### src/rtl/pc_sequencer.sv
// Program-counter unit: owns PC and EPC, selects the next PC from sequential,
// branch, jump, jump-register, exception and exception-return sources.
module pc_sequencer #(
  parameter logic [31:0] RESET_VECTOR = 32'h0000_0000,
  parameter logic [31:0] EXC_VECTOR   = 32'h0000_0180
) (
  input  logic        i_clk,
  input  logic        i_rst,
  input  logic        i_stall,
  input  logic        i_branch_taken,
  input  logic [31:0] i_branch_offset,
  input  logic        i_jump,
  input  logic [25:0] i_jump_index,
  input  logic        i_jr,
  input  logic [31:0] i_jr_addr,
  input  logic        i_exception,
  input  logic        i_eret,
  input  logic        i_halt,
  output logic [31:0] o_pc,
  output logic [31:0] o_pc_plus4,
  output logic [31:0] o_epc,
  output logic        o_halted
);

  typedef enum logic {RUN, HALT} state_t;

  state_t      state, state_next;
  logic [31:0] pc, pc_next;
  logic [31:0] epc, epc_next;
  logic [31:0] pc_plus4;
  logic        exc;

  assign pc_plus4 = pc + 32'd4;
  // A misaligned register jump is reported as an exception, not followed.
  assign exc = i_exception | (i_jr & (i_jr_addr[1:0] != 2'b00));

  always_comb begin
    state_next = state;
    pc_next    = pc;
    epc_next   = epc;
    if (state == RUN) begin
      if (exc) begin
        pc_next  = EXC_VECTOR;
        epc_next = pc;
      end else if (i_halt) begin
        state_next = HALT;
      end else if (i_stall) begin
        pc_next = pc;
      end else if (i_eret) begin
        pc_next = epc;
      end else if (i_jr) begin
        pc_next = i_jr_addr;
      end else if (i_jump) begin
        pc_next = {pc_plus4[31:28], i_jump_index, 2'b00};
      end else if (i_branch_taken) begin
        pc_next = pc_plus4 + (i_branch_offset << 2);
      end else begin
        pc_next = pc_plus4;
      end
    end
  end

  always_ff @(posedge i_clk) begin
    if (i_rst) begin
      state <= RUN;
      pc    <= RESET_VECTOR;
      epc   <= '0;
    end else begin
      state <= state_next;
      pc    <= pc_next;
      epc   <= epc_next;
    end
  end

  assign o_pc       = pc;
  assign o_pc_plus4 = pc_plus4;
  assign o_epc      = epc;
  assign o_halted   = (state == HALT);

endmodule

### config.mk
export PLATFORM = sky130hd
export DESIGN_NAME = pc_sequencer
export DESIGN_NICKNAME = d
export VERILOG_FILES = /design/src/rtl/pc_sequencer.sv
export SDC_FILE = /design/constraint.sdc
export NUM_CORES = 1
export LEC_CHECK = 0
export CAP_MARGIN = 10
export CORE_MARGIN = 3
export CORE_UTILIZATION = 42
export CTS_CLUSTER_DIAMETER = 30
export DETAILED_ROUTE_END_ITERATION = 10
export PLACE_DENSITY_LB_ADDON = 0.15
export SETUP_SLACK_MARGIN = 0.1
export SYNTH_ARGS = -nofsm -noshare
export SYNTH_HDL_FRONTEND = slang
export SYNTH_SLANG_ARGS = --single-unit
### constraint.sdc
create_clock -name i_clk -period 3.5 [get_ports i_clk]
set_input_delay 0.7 -clock i_clk [delete_from_list [all_inputs] [get_ports i_clk]]
set_output_delay 0.7 -clock i_clk [all_outputs]
set_load 0.02 [all_outputs]
==> impl_results.rst, run 1 <==
.. list-table::
   :header-rows: 1

   * - Metric
     - Value
   * - GRT Resource Usage Total
     - 0.314
   * - Maximum ir drop on the vdd rail
     - 259 uV
   * - Clock share of power
     - 0.384
   * - # setup viols final
     - 0
   * - Setup repair after global routing missed its margin
     - true
   * - Effective utilization at floorplan
     - 0.435
   * - Total congestion overflow after global routing
     - 0
   * - Total wire length after detailed routing
     - 24700 um
   * - Post-detailed-route DRC marker count
     - 0
   * - Clock buffer count from CTS
     - 9
   * - Clock tree sinks
     - 65
   * - Fraction of registers with async set/reset
     - 0
   * - Endpoint type of the worst setup path
     - flop
   * - Number of fill cells in the layout
     - 953
   * - Largest cells by area after synthesis
     - sky130_fd_sc_hd__dfxtp_1 23%, sky130_fd_sc_hd__nand2_1 9.3%, sky130_fd_sc_hd__ha_1 8.1%
   * - Number of synthesized flops with an enable pin
     - 0
   * - Top FF cell, synth
     - sky130_fd_sc_hd__dfxtp_1
   * - DIE AREA
     - 14600 um2
   * - Final instance area
     - 9640 um2
   * - Netlist area before placement
     - 5550 um2
   * - Critical setup path kind
     - flop to flop
   * - Syn Area/Cell
     - 7.26 um2
   * - Via Count
     - 7308
   * - P_int
     - 0.00158 W
   * - Later-pin clock latency in the skew report
     - 0.33 ns
   * - Layout-stage area growth over the synthesis result
     - 73.7%
   * - Chip Width
     - 121 um
   * - Critical path startpoint category
     - flop
   * - Relative slew margins
     - 0.404
   * - Clock edge transition at the registers on the reported setup and hold paths
     - 0.06 ns
   * - Ports
     - 196
   * - Number of synthesized register bits
     - 65
   * - Std-Cell Core Area
     - 12800 um2
   * - Critical path's most frequent cell
     - sky130_fd_sc_hd__buf_6
   * - Power density over cell area
     - 233 nW/um2
   * - Highest fanout seen on the critical path
     - 4
   * - Net count after synthesis
     - 901
   * - Fin Clk Skew
     - 0.00579 ns
   * - DP HPWL
     - 18300 um
   * - Maximum number of pins on one net before global-route repair
     - 33
   * - Unique masters post-synth
     - 74
   * - Antenna violations before repair
     - 0
   * - Synthesized instance count
     - 765
   * - Data required time of the critical path
     - 3.73 ns
   * - Post-synthesis sequential area ratio
     - 0.234
   * - Slew at the pin with the worst max-slew slack
     - 0.891 ns
   * - Area share of the largest cell type after synthesis
     - 0.234
   * - Row cnt
     - 41
   * - FF+latch area
     - 1340 um2
   * - First drt pass iteration count
     - 8
   * - Clock tree from TritonCTS
     - built
   * - Ordered cell list for the critical path
     - buf_6, nand4_1, nor2_2, buf_6, nand2_1, xnor2_2, ha_4, a21oi_2, o21ai_4, a21o_1, a31oi_4, buf_6, o211ai_1, a31oi_1, xnor2_1, nor3_2, o41ai_2
   * - WL per Instance
     - 19.7 um
   * - Share of the clock period used by the worst path after layout
     - 0.998
   * - Post-detailed-route count of antenna-violating nets
     - 0
   * - Multi-input combinational cell area
     - 4660 um2
   * - Register share of total power
     - 0.337
   * - Wire length of the first global-routing pass
     - 36300 um
   * - Sw frac
     - 0.296
   * - Path class of the lowest-slack min-delay path
     - flop to flop
   * - Number of hold buffers added after cts
     - 0
   * - Syn. warnings
     - 0
   * - Standard cell area after detailed placement
     - 8660 um2
   * - Number of nets in the layout
     - 1213
   * - Most frequent cells after synthesis
     - 137 x sky130_fd_sc_hd__nand2_1, 81 x sky130_fd_sc_hd__a21oi_1, 67 x sky130_fd_sc_hd__nor2_1, 65 x sky130_fd_sc_hd__dfxtp_1, 56 x sky130_fd_sc_hd__o21ai_0
   * - Arrival time at the worst endpoint
     - 3.72 ns
   * - CTS H-tree depth
     - 3
   * - Min Hold Slack
     - 0.468 ns
   * - Max-capacitance violation count
     - 0
   * - Routability congestion estimate
     - 0.930
   * - Number of violations reported at the end of detailed-routing iteration 0
     - 930
   * - Final hold vios
     - 0
   * - Die span in y
     - 121 um
   * - Net Switching
     - 0.000665 W
   * - Root Driver
     - sky130_fd_sc_hd__clkbuf_16
   * - Combinational share of power
     - 0.279
   * - Run status
     - complete, no violations
   * - Share of cells above drive strength 1
     - 0.273
   * - Count of buffers from port buffering
     - 193
   * - Detail-routed via count per cell
     - 5.83
   * - Number of slew-limit violations in the final report
     - 0
   * - Peak clock frequency supported by timing
     - 286 MHz
   * - Slowest cell on the critical path
     - sky130_fd_sc_hd__dfxtp_4
   * - Most numerous cell in the Yosys netlist
     - sky130_fd_sc_hd__nand2_1
   * - Leak pwr
     - 4.00 nW
   * - Diodes inserted
     - 0
   * - Via count of the first global-routing pass
     - 6793
   * - Number of buffers on the longest clock path
     - 2
   * - Max incr delay on CP
     - 0.36 ns
   * - Minimum period implied by the final worst setup slack
     - 3.49 ns
   * - Cell taking the most area after synthesis
     - sky130_fd_sc_hd__dfxtp_1
-- repair_timing --
item                       in CTS  in global routing
setup endpoints to repair      18                 20
buffers inserted                5                 22
pin swaps                      24                 61
resized for setup              28                 79
-- area by class of cell --
class,instances,area share
multi-input combinational,644,0.484
timing repair buffer,342,0.320
sequential,65,0.139
clock buffer,14,0.0286
tap,172,0.0223
inverter,15,0.00584
clock inverter,2,0.00104
-- power by group through the flow --
stage	clock network (W)	registers, W	logic, W
6_report	0.000863	0.000758	0.000627
5_1_grt	0.000892	0.000759	0.000665
4_1_cts	0.000864	0.000758	0.000575
3_5_place_dp	0	0.000773	0.000565
3_3_place_gp	0	0.000773	0.000562
2_1_floorplan	0	0.000788	0.000254
-- state kept, by name, indices dropped and copies added (netlist names) --
signal and flops:
o_halted 1, o_pc 32, o_epc 32
-- layer usage --
metal  global-route usage  vias up  share of wire  wire, um
li1                     -     3393              -         -
met1                0.418     3416           0.40      9870
met2                0.513      447           0.47     11600
met3               0.0667       52           0.11      2660
met4               0.0935        0          0.022       552
met5                    0        -              0         0
-- worst max-delay path: cells and delay by family, from the launching register on --
family / cells / cell delay [ns]
xor+xnor: 2 / 0.56
simple gates: 4 / 0.45
fa+ha+maj: 1 / 0.28
flops: 1 / 0.36
buf+inv: 3 / 0.37
compound gates: 7 / 1.38
-- stage by stage --
| step | cells | TNS, ns | utilization | worst slack (ns) | power [W] |
|---|---|---|---|---|---|
| floorplan | 765 | 0 | - | 0.101 | 0.00104 |
| global placement | 1211 | -0.732 | 0.678 | -0.160 | 0.00134 |
| detailed placement | 1211 | -1.29 | 0.678 | -0.209 | 0.00134 |
| CTS | 1232 | 0 | 0.711 | 0.0673 | 0.00220 |
| global route | 1254 | -0.273 | 0.755 | -0.193 | 0.00232 |
| finish | 1254 | 0 | 0.755 | 0.00868 | 0.00225 |
-- placed cells by master, fill, tap and decap left out, types with 12 or more instances in the layout --
cell type,synthesis,routed
sky130_fd_sc_hd__xor2_1,21,14
sky130_fd_sc_hd__nand2_1,137,132
sky130_fd_sc_hd__a21oi_1,81,71
sky130_fd_sc_hd__ha_4,0,12
sky130_fd_sc_hd__buf_4,2,140
sky130_fd_sc_hd__o21ai_0,56,50
sky130_fd_sc_hd__a21o_1,14,14
sky130_fd_sc_hd__nor2_1,67,57
sky130_fd_sc_hd__ha_1,36,21
sky130_fd_sc_hd__inv_1,13,13
sky130_fd_sc_hd__nand3_1,24,18
sky130_fd_sc_hd__a22oi_1,14,14
sky130_fd_sc_hd__xnor2_1,25,14
sky130_fd_sc_hd__clkdlybuf4s50_1,0,184
sky130_fd_sc_hd__dfxtp_1,65,49
-- cell families (layout without fill, tap and decap cells) --
group           count (synthesis)  in the layout  share of synthesized area
buf+inv                        56            373                     0.0408
compound gates                261            261                      0.309
fa+ha+maj                      37             37                     0.0847
simple gates                  290            290                      0.239
flops                          65             65                      0.234
xor+xnor                       47             47                     0.0755
mux                             9              9                     0.0162
-- path summary, 6_finish.rpt --
| kind | startpoint | to | slack [ns] | cells past startpoint |
|---|---|---|---|---|
| max | o_pc[3] | o_pc[28] | 0.009 | 17 |
| min | o_epc[30] | o_epc[30] | 0.47 | 2 |
| max reg2reg | o_pc[3] | o_pc[28] | 0.009 | 17 |
| min reg2reg | o_epc[30] | o_epc[30] | 0.47 | 2 |
Power figures use the tool's default switching activity.
==> run 2: changes to the inputs <==
--- a/config.mk
+++ b/config.mk
@@ -10,8 +10,10 @@
 export CORE_UTILIZATION = 42
 export CTS_CLUSTER_DIAMETER = 30
 export DETAILED_ROUTE_END_ITERATION = 10
+export GPL_ROUTABILITY_DRIVEN = 0
 export PLACE_DENSITY_LB_ADDON = 0.15
 export SETUP_SLACK_MARGIN = 0.1
 export SYNTH_ARGS = -nofsm -noshare
 export SYNTH_HDL_FRONTEND = slang
 export SYNTH_SLANG_ARGS = --single-unit
+export TNS_END_PERCENT = 30
==> run 2 against run 1 <==
Power grew 2.1%. Cell area fell by 1.2%. Register-to-register slack improved by 0.09 ns. Global-route usage decreased by 0.061 points. Sequential power about the same. Wire length is 1.3% lower. Count of clock-buffer cells in the layout is 1 higher. Combinational power fell by 2%. Via count is 0.78% lower. Fmax grew 2.8%. Final cell count shrank 1.9%.
==> impl_results.rst, run 2 (same netlist as run 1, synthesis figures left out) <==
.. list-table::
   :header-rows: 1

   * - Metric
     - Value
   * - Run status
     - complete, no violations
   * - Met3 track utilization from global routing
     - 0.0690 (+0.00233)
   * - Arrival time at the worst endpoint
     - 3.65 ns (-0.07 ns)
   * - Ordered cell list for the critical path
     - ha_4, nand3_4, buf_4, nor2_4, nand2_1, xnor2_2, ha_4, a2111oi_2, buf_4, a211oi_2, buf_4, o211ai_1, a31oi_1, xor2_1, a21oi_1, o31ai_2
   * - Clock tree from TritonCTS
     - built
   * - Ports
     - 196 (unchanged)
   * - Finished Layout Cells
     - 1230 (-1.9%)
   * - Setup repair after global routing missed its margin
     - true
   * - Number of nets in the layout
     - 1189 (-2.0%)
   * - Via Count
     - 7251 (-0.78%)
   * - Wire length of the first global-routing pass
     - 36200 um (-0.44%)
   * - Antenna violations before repair
     - 0 (unchanged)
   * - Clock edge transition at the registers on the reported setup and hold paths
     - 0.05 ns (about the same)
   * - Minimum period implied by the final worst setup slack
     - 3.40 ns (-0.0938 ns)
   * - Peak clock frequency supported by timing
     - 294 MHz (+2.8%)
   * - Highest fanout seen on the critical path
     - 4 (unchanged)
   * - Fin Clk Skew
     - 0.00385 ns (-0.00193 ns)
   * - CTS H-tree depth
     - 3 (unchanged)
   * - Clock buffer count from CTS
     - 9 (unchanged)
   * - Number of hold buffers added after cts
     - 0 (unchanged)
   * - Gr busiest metal
     - met2
   * - GR Layer Usage met2
     - 0.510 (-0.00313)
   * - Final hold vios
     - 0 (unchanged)
   * - Critical path startpoint category
     - flop
   * - Share of cells above drive strength 1
     - 0.259 (-0.0137)
   * - Number of slew-limit violations in the final report
     - 0 (unchanged)
   * - Critical path's most frequent cell
     - sky130_fd_sc_hd__buf_4
   * - Min Hold Slack
     - 0.472 ns (+0.00346 ns)
   * - Chip Width
     - 121 um (unchanged)
   * - Clock tree sinks
     - 65 (unchanged)
   * - Relative slew margins
     - 0.450 (+0.0456)
   * - Data required time of the critical path
     - 3.75 ns (+0.02 ns)
   * - Path class of the lowest-slack min-delay path
     - flop to flop
   * - Number of cells after detailed placement
     - 1205 (-0.50%)
   * - Effective utilization at floorplan
     - 0.435 (unchanged)
   * - Slowest cell on the critical path
     - sky130_fd_sc_hd__dfxtp_4
   * - DIE AREA
     - 14600 um2 (unchanged)
   * - Crit path launch
     - o_pc[3]
   * - Routing usage on met1
     - 0.414 (-0.00413)
   * - GRT Resource Usage Total
     - 0.314 (-0.000608)
   * - # setup viols final
     - 0 (unchanged)
   * - Critical register-to-register path startpoint
     - o_pc[3]
   * - Std-Cell Core Area
     - 12800 um2 (unchanged)
   * - Root Driver
     - sky130_fd_sc_hd__clkbuf_16
   * - DP HPWL
     - 18100 um (-0.98%)
   * - Final total power
     - 0.00230 W (+2.1%)
   * - Endpoint type of the worst setup path
     - flop
   * - Post-detailed-route count of antenna-violating nets
     - 0 (unchanged)
   * - Share of the clock period used by the worst path after layout
     - 0.971 (-0.0268)
   * - Via count of the first global-routing pass
     - 6832 (+0.57%)
   * - Layout-stage area growth over the synthesis result
     - 71.6%
   * - Most common cell after layout, fill and taps aside
     - sky130_fd_sc_hd__clkdlybuf4s50_1
   * - Number of violations reported at the end of detailed-routing iteration 0
     - 844 (-9.2%)
   * - Total wire length after detailed routing
     - 24300 um (-1.3%)
   * - WL per Instance
     - 19.8 um (+0.63%)
   * - Detail-routed via count per cell
     - 5.90 (+1.2%)
   * - Max incr delay on CP
     - 0.36 ns (about the same)
   * - Number of buffers on the longest clock path
     - 2 (unchanged)
   * - Number of fill cells in the layout
     - 930 (-2.4%)
   * - Worst R2R Setup Slack
     - 0.10 ns (+0.09 ns)
   * - Row cnt
     - 41 (unchanged)
   * - R2R Path End
     - o_pc[31]
   * - Maximum ir drop on the vdd rail
     - 257 uV (-0.49%)
   * - Worst-case reg-to-reg path depth
     - 16 (-1)
   * - Diodes inserted
     - 0 (unchanged)
   * - Post-detailed-route DRC marker count
     - 0 (unchanged)
   * - Most used cells in the layout excluding fill and tap cells
     - 184 x sky130_fd_sc_hd__clkdlybuf4s50_1, 133 x sky130_fd_sc_hd__nand2_1, 116 x sky130_fd_sc_hd__buf_4
   * - Die span in y
     - 121 um (unchanged)
   * - Fin util
     - 0.746 (-0.00911)
   * - First drt pass iteration count
     - 6 (-2)
   * - Leak pwr
     - 3.90 nW (-2.4%)
   * - Total congestion overflow after global routing
     - 0 (unchanged)
   * - Critical setup path kind
     - flop to flop
   * - Maximum number of pins on one net before global-route repair
     - 33 (unchanged)
   * - Max-capacitance violation count
     - 0 (unchanged)
   * - Setup crit end
     - o_pc[31]
   * - Later-pin clock latency in the skew report
     - 0.33 ns (about the same)
   * - Aggregate negative setup slack
     - 0 ns (unchanged)
   * - Slew at the pin with the worst max-slew slack
     - 0.822 ns (-0.0681 ns)
   * - Count of buffers from port buffering
     - 193 (unchanged)
   * - Power density over cell area
     - 241 nW/um2 (+3.4%)
-- run 2: worst max-delay path: cells and delay by family, from the launching register on --
kind,cells,cell delay [ns]
AO/OA/AOI/OAI,6,1.13
XOR/XNOR,2,0.55
buffers and inverters,3,0.52
adder cells (fa/ha/maj),2,0.43
flip-flops,1,0.36
AND/OR/NAND/NOR,3,0.32
-- run 2: how the worst min path moves through the flow --
stage / start / endpoint / depth (start not counted)
5_1_grt: o_epc[14] / o_epc[14] / 2
3_5_place_dp: o_epc[10] / o_epc[10] / 2
6_report: o_epc[10] / o_epc[10] / 2
2_1_floorplan: o_pc[9] / o_pc[9] / 2
3_3_place_gp: o_epc[12] / o_epc[12] / 2
4_1_cts: o_epc[10] / o_epc[10] / 2
-- run 2: metal layers --
metal | up-vias | wire [um]
met5 | - | 0
met4 | 0 | 703
met3 | 64 | 2710
met2 | 435 | 11300
met1 | 3396 | 9590
li1 | 3356 | -
-- run 2: report_power, final --
part	total, W	internal [W]	switching, W
combinational	0.000616	0.000287	0.000329
clock	0.000922	0.000599	0.000322
sequential	0.000759	0.000747	0.0000115
-- run 2: final cells by class --
cell class                 instances  area, um2  share of cell area
sequential                        65       1340               0.140
clock buffer                      15        309              0.0324
inverter                          15       56.3             0.00591
timing repair buffer             318       2890               0.304
tap                              172        215              0.0226
multi-input combinational        644       4710               0.494
clock inverter                     1       5.00            0.000525
-- run 2: per-stage QoR --
| stage | cell area (um2) | setup WS, ns |
|---|---|---|
| finish | 9520 | 0.102 |
| global route | 9520 | -0.0328 |
| CTS | 9030 | 0.0947 |
| detailed placement | 8610 | -0.228 |
| global placement | 8610 | -0.163 |
| floorplan | 5760 | 0.101 |
-- run 2: timing repair --
item / CTS / global route
pin swaps: 9 / 53
setup endpoints to repair: 19 / 19
buffers inserted: 1 / 8
resized for setup: 26 / 87
==> run 3: changes to the inputs <==
--- a/config.mk
+++ b/config.mk
@@ -11,9 +11,11 @@
 export CTS_CLUSTER_DIAMETER = 30
 export DETAILED_ROUTE_END_ITERATION = 10
 export GPL_ROUTABILITY_DRIVEN = 0
+export HOLD_SLACK_MARGIN = 0.08
 export PLACE_DENSITY_LB_ADDON = 0.15
 export SETUP_SLACK_MARGIN = 0.1
+export SLEW_MARGIN = 25
 export SYNTH_ARGS = -nofsm -noshare
 export SYNTH_HDL_FRONTEND = slang
 export SYNTH_SLANG_ARGS = --single-unit
-export TNS_END_PERCENT = 30
+export TNS_END_PERCENT = 10
==> run 3 against run 2 <==
Clock skew rose by 0.0046 ns. Largest cell class unchanged. Worst setup slack improved by 0.014 ns. Worst hold slack improved by 0.0039 ns. Wire length fell by 2.7%. Die area did not move. Power fell by 4.4%. Non-clock buffer count rose by 2. Final cell count barely moved. Sequential cell count did not move. Largest power group unchanged.
==> impl_results.rst, run 3 (same netlist as run 1, synthesis figures left out) <==
.. list-table::
   :header-rows: 1

   * - Metric
     - Value
   * - WL per Instance
     - 19.2 um (-2.8%)
   * - Number of cells after detailed placement
     - 1204 (-0.083%)
   * - Wire length of the first global-routing pass
     - 35700 um (-1.4%)
   * - Worst-case reg-to-reg path depth
     - 18 (+2)
   * - Max-capacitance violation count
     - 0 (unchanged)
   * - Ports
     - 196 (unchanged)
   * - Critical setup path kind
     - input port to flop
   * - Critical register-to-register path startpoint
     - o_pc[2]
   * - Count of buffers from port buffering
     - 193 (unchanged)
   * - Most common cell after layout, fill and taps aside
     - sky130_fd_sc_hd__clkdlybuf4s50_1
   * - Share of cells above drive strength 1
     - 0.244 (-0.0154)
   * - Std-Cell Core Area
     - 12800 um2 (unchanged)
   * - GRT Resource Usage Total
     - 0.311 (-0.00299)
   * - Layout-stage area growth over the synthesis result
     - 68.5%
   * - Setup crit end
     - o_pc[28]
   * - R2R Path End
     - o_pc[28]
   * - Path class of the lowest-slack min-delay path
     - flop to flop
   * - Run status
     - complete, no violations
   * - Die span in y
     - 121 um (unchanged)
   * - Clock edge transition at the registers on the reported setup and hold paths
     - 0.06 ns (about the same)
   * - Final instance area
     - 9350 um2 (-1.8%)
   * - Arrival time at the worst endpoint
     - 3.62 ns (-0.03 ns)
   * - First drt pass iteration count
     - 6 (unchanged)
   * - Antenna violations before repair
     - 0 (unchanged)
   * - # setup viols final
     - 0 (unchanged)
   * - Maximum number of pins on one net before global-route repair
     - 33 (unchanged)
   * - Chip Width
     - 121 um (unchanged)
   * - Data required time of the critical path
     - 3.74 ns (about the same)
   * - Highest fanout seen on the critical path
     - 4 (unchanged)
   * - Diodes inserted
     - 0 (unchanged)
   * - Clock tree from TritonCTS
     - built
   * - Total congestion overflow after global routing
     - 0 (unchanged)
   * - Number of nets in the layout
     - 1191 (+0.17%)
   * - Critical path startpoint category
     - input port
   * - Endpoint type of the worst setup path
     - flop
   * - DIE AREA
     - 14600 um2 (unchanged)
   * - Standard cell area after detailed placement
     - 8610 um2 (unchanged)
   * - Min Hold Slack
     - 0.475 ns (+0.00385 ns)
   * - Via count of the first global-routing pass
     - 6640 (-2.8%)
   * - Most used cells in the layout excluding fill and tap cells
     - 185 x sky130_fd_sc_hd__clkdlybuf4s50_1, 134 x sky130_fd_sc_hd__nand2_1, 119 x sky130_fd_sc_hd__buf_4
   * - Via Count
     - 7124 (-1.8%)
   * - Number of slew-limit violations in the final report
     - 0 (unchanged)
   * - Final hold vios
     - 0 (unchanged)
   * - Worst R2R Setup Slack
     - 0.13 ns (+0.03 ns)
   * - Slew at the pin with the worst max-slew slack
     - 0.849 ns (+0.0265 ns)
   * - Effective utilization at floorplan
     - 0.435 (unchanged)
   * - Post-detailed-route DRC marker count
     - 0 (unchanged)
   * - Share of the clock period used by the worst path after layout
     - 0.967 (-0.00396)
   * - Fin Clk Skew
     - 0.00846 ns (+0.00460 ns)
   * - Number of buffers on the longest clock path
     - 2 (unchanged)
   * - DP HPWL
     - 18100 um (-0.24%)
   * - Maximum ir drop on the vdd rail
     - 282 uV (+9.5%)
   * - Peak clock frequency supported by timing
     - 296 MHz (+0.41%)
   * - Finished Layout Cells
     - 1231 (+0.081%)
   * - Clock buffer count from CTS
     - 9 (unchanged)
   * - Row cnt
     - 41 (unchanged)
   * - Relative slew margins
     - 0.432 (-0.0178)
   * - Clock tree sinks
     - 65 (unchanged)
   * - Detail-routed via count per cell
     - 5.79 (-1.8%)
   * - Setup repair after global routing missed its margin
     - true
   * - Leak pwr
     - 3.88 nW (-0.59%)
   * - Total wire length after detailed routing
     - 23700 um (-2.7%)
   * - Minimum period implied by the final worst setup slack
     - 3.38 ns (-0.0139 ns)
   * - Crit path launch
     - i_branch_offset[0]
   * - Root Driver
     - sky130_fd_sc_hd__clkbuf_16
   * - CTS H-tree depth
     - 3 (unchanged)
   * - Post-detailed-route count of antenna-violating nets
     - 0 (unchanged)
   * - Later-pin clock latency in the skew report
     - 0.33 ns (about the same)
   * - Number of hold buffers added after cts
     - 0 (unchanged)
   * - Number of violations reported at the end of detailed-routing iteration 0
     - 853 (+1.1%)
   * - Power density over cell area
     - 235 nW/um2 (-2.6%)
## run 3: changes by cell type in the layout (fill, tap and decap cells not counted), moves of 3 or more
cell / delta
sky130_fd_sc_hd__a21oi_1: +4
sky130_fd_sc_hd__buf_4: +3
sky130_fd_sc_hd__ha_1: +5
sky130_fd_sc_hd__ha_4: -4
sky130_fd_sc_hd__nand2_2: -3
sky130_fd_sc_hd__nor2_1: +3
sky130_fd_sc_hd__o21ai_0: +3
## run 3: per-stage QoR
stage | util | total power (W) | setup WS, ns | TNS, ns
global route | 0.732 | 0.00227 | -0.0594 | -0.0945
finish | 0.732 | 0.00220 | 0.116 | 0
global placement | 0.674 | 0.00133 | -0.148 | -0.598
CTS | 0.698 | 0.00216 | -0.0171 | -0.0171
detailed placement | 0.674 | 0.00133 | -0.223 | -1.13
floorplan | - | 0.00104 | 0.0813 | 0
## run 3: how the worst min path moves through the flow
stage                         start        end  slack, ns  cells after the start
after floorplan             o_pc[9]    o_pc[9]       0.50                      2
after global placement     o_epc[7]   o_epc[7]       0.46                      2
after detailed placement  o_epc[20]  o_epc[20]       0.47                      2
after CTS                 o_epc[10]  o_epc[10]       0.48                      2
after global routing      o_epc[14]  o_epc[14]       0.49                      2
final                     o_epc[27]  o_epc[27]       0.48                      2
## run 3: critical path: stages
cell,delay [ns]
sky130_fd_sc_hd__clkdlybuf4s50_1,0.46
sky130_fd_sc_hd__ha_1,0.16
sky130_fd_sc_hd__inv_1,0.06
sky130_fd_sc_hd__fa_2,0.36
sky130_fd_sc_hd__nor2b_4,0.15
sky130_fd_sc_hd__o2111ai_2,0.14
sky130_fd_sc_hd__a21boi_2,0.25
sky130_fd_sc_hd__a31oi_4,0.14
sky130_fd_sc_hd__buf_6,0.14
sky130_fd_sc_hd__o211ai_1,0.21
sky130_fd_sc_hd__a31oi_1,0.13
sky130_fd_sc_hd__xnor2_1,0.30
sky130_fd_sc_hd__nor3_2,0.09
sky130_fd_sc_hd__o41ai_2,0.33
## run 3: layer usage
layer	wire length, um	track usage	vias to the layer above
met5	0	0	-
met2	10800	0.491	455
met1	9430	0.423	3247
met3	2730	0.0648	61
li1	-	-	3361
met4	750	0.103	0
## run 3: what timing repair did
item / 4_1_cts / 5_1_grt
endpoints found under the setup margin: 18 / 19
gates resized for setup: 16 / 68
pin swaps: 4 / 47
buffers inserted: 0 / 12
## run 3: final cells by class
type	count	area, um2
flip-flops and latches	65	1340
inverters	15	56.3
clock inverters	3	17.5
well taps	172	215
repair buffers	320	2910
clock buffers	12	256
fillers	969	3420
multi-input cells	644	4560
## run 3: where the power goes
| part | internal (W) | total [W] | switching, W |
|---|---|---|---|
| Sequential | 0.000747 | 0.000758 | 0.0000112 |
| Combinational | 0.000284 | 0.000605 | 0.000321 |
| Clock | 0.000511 | 0.000834 | 0.000322 |
| Total | 0.00154 | 0.00220 | 0.000654 |
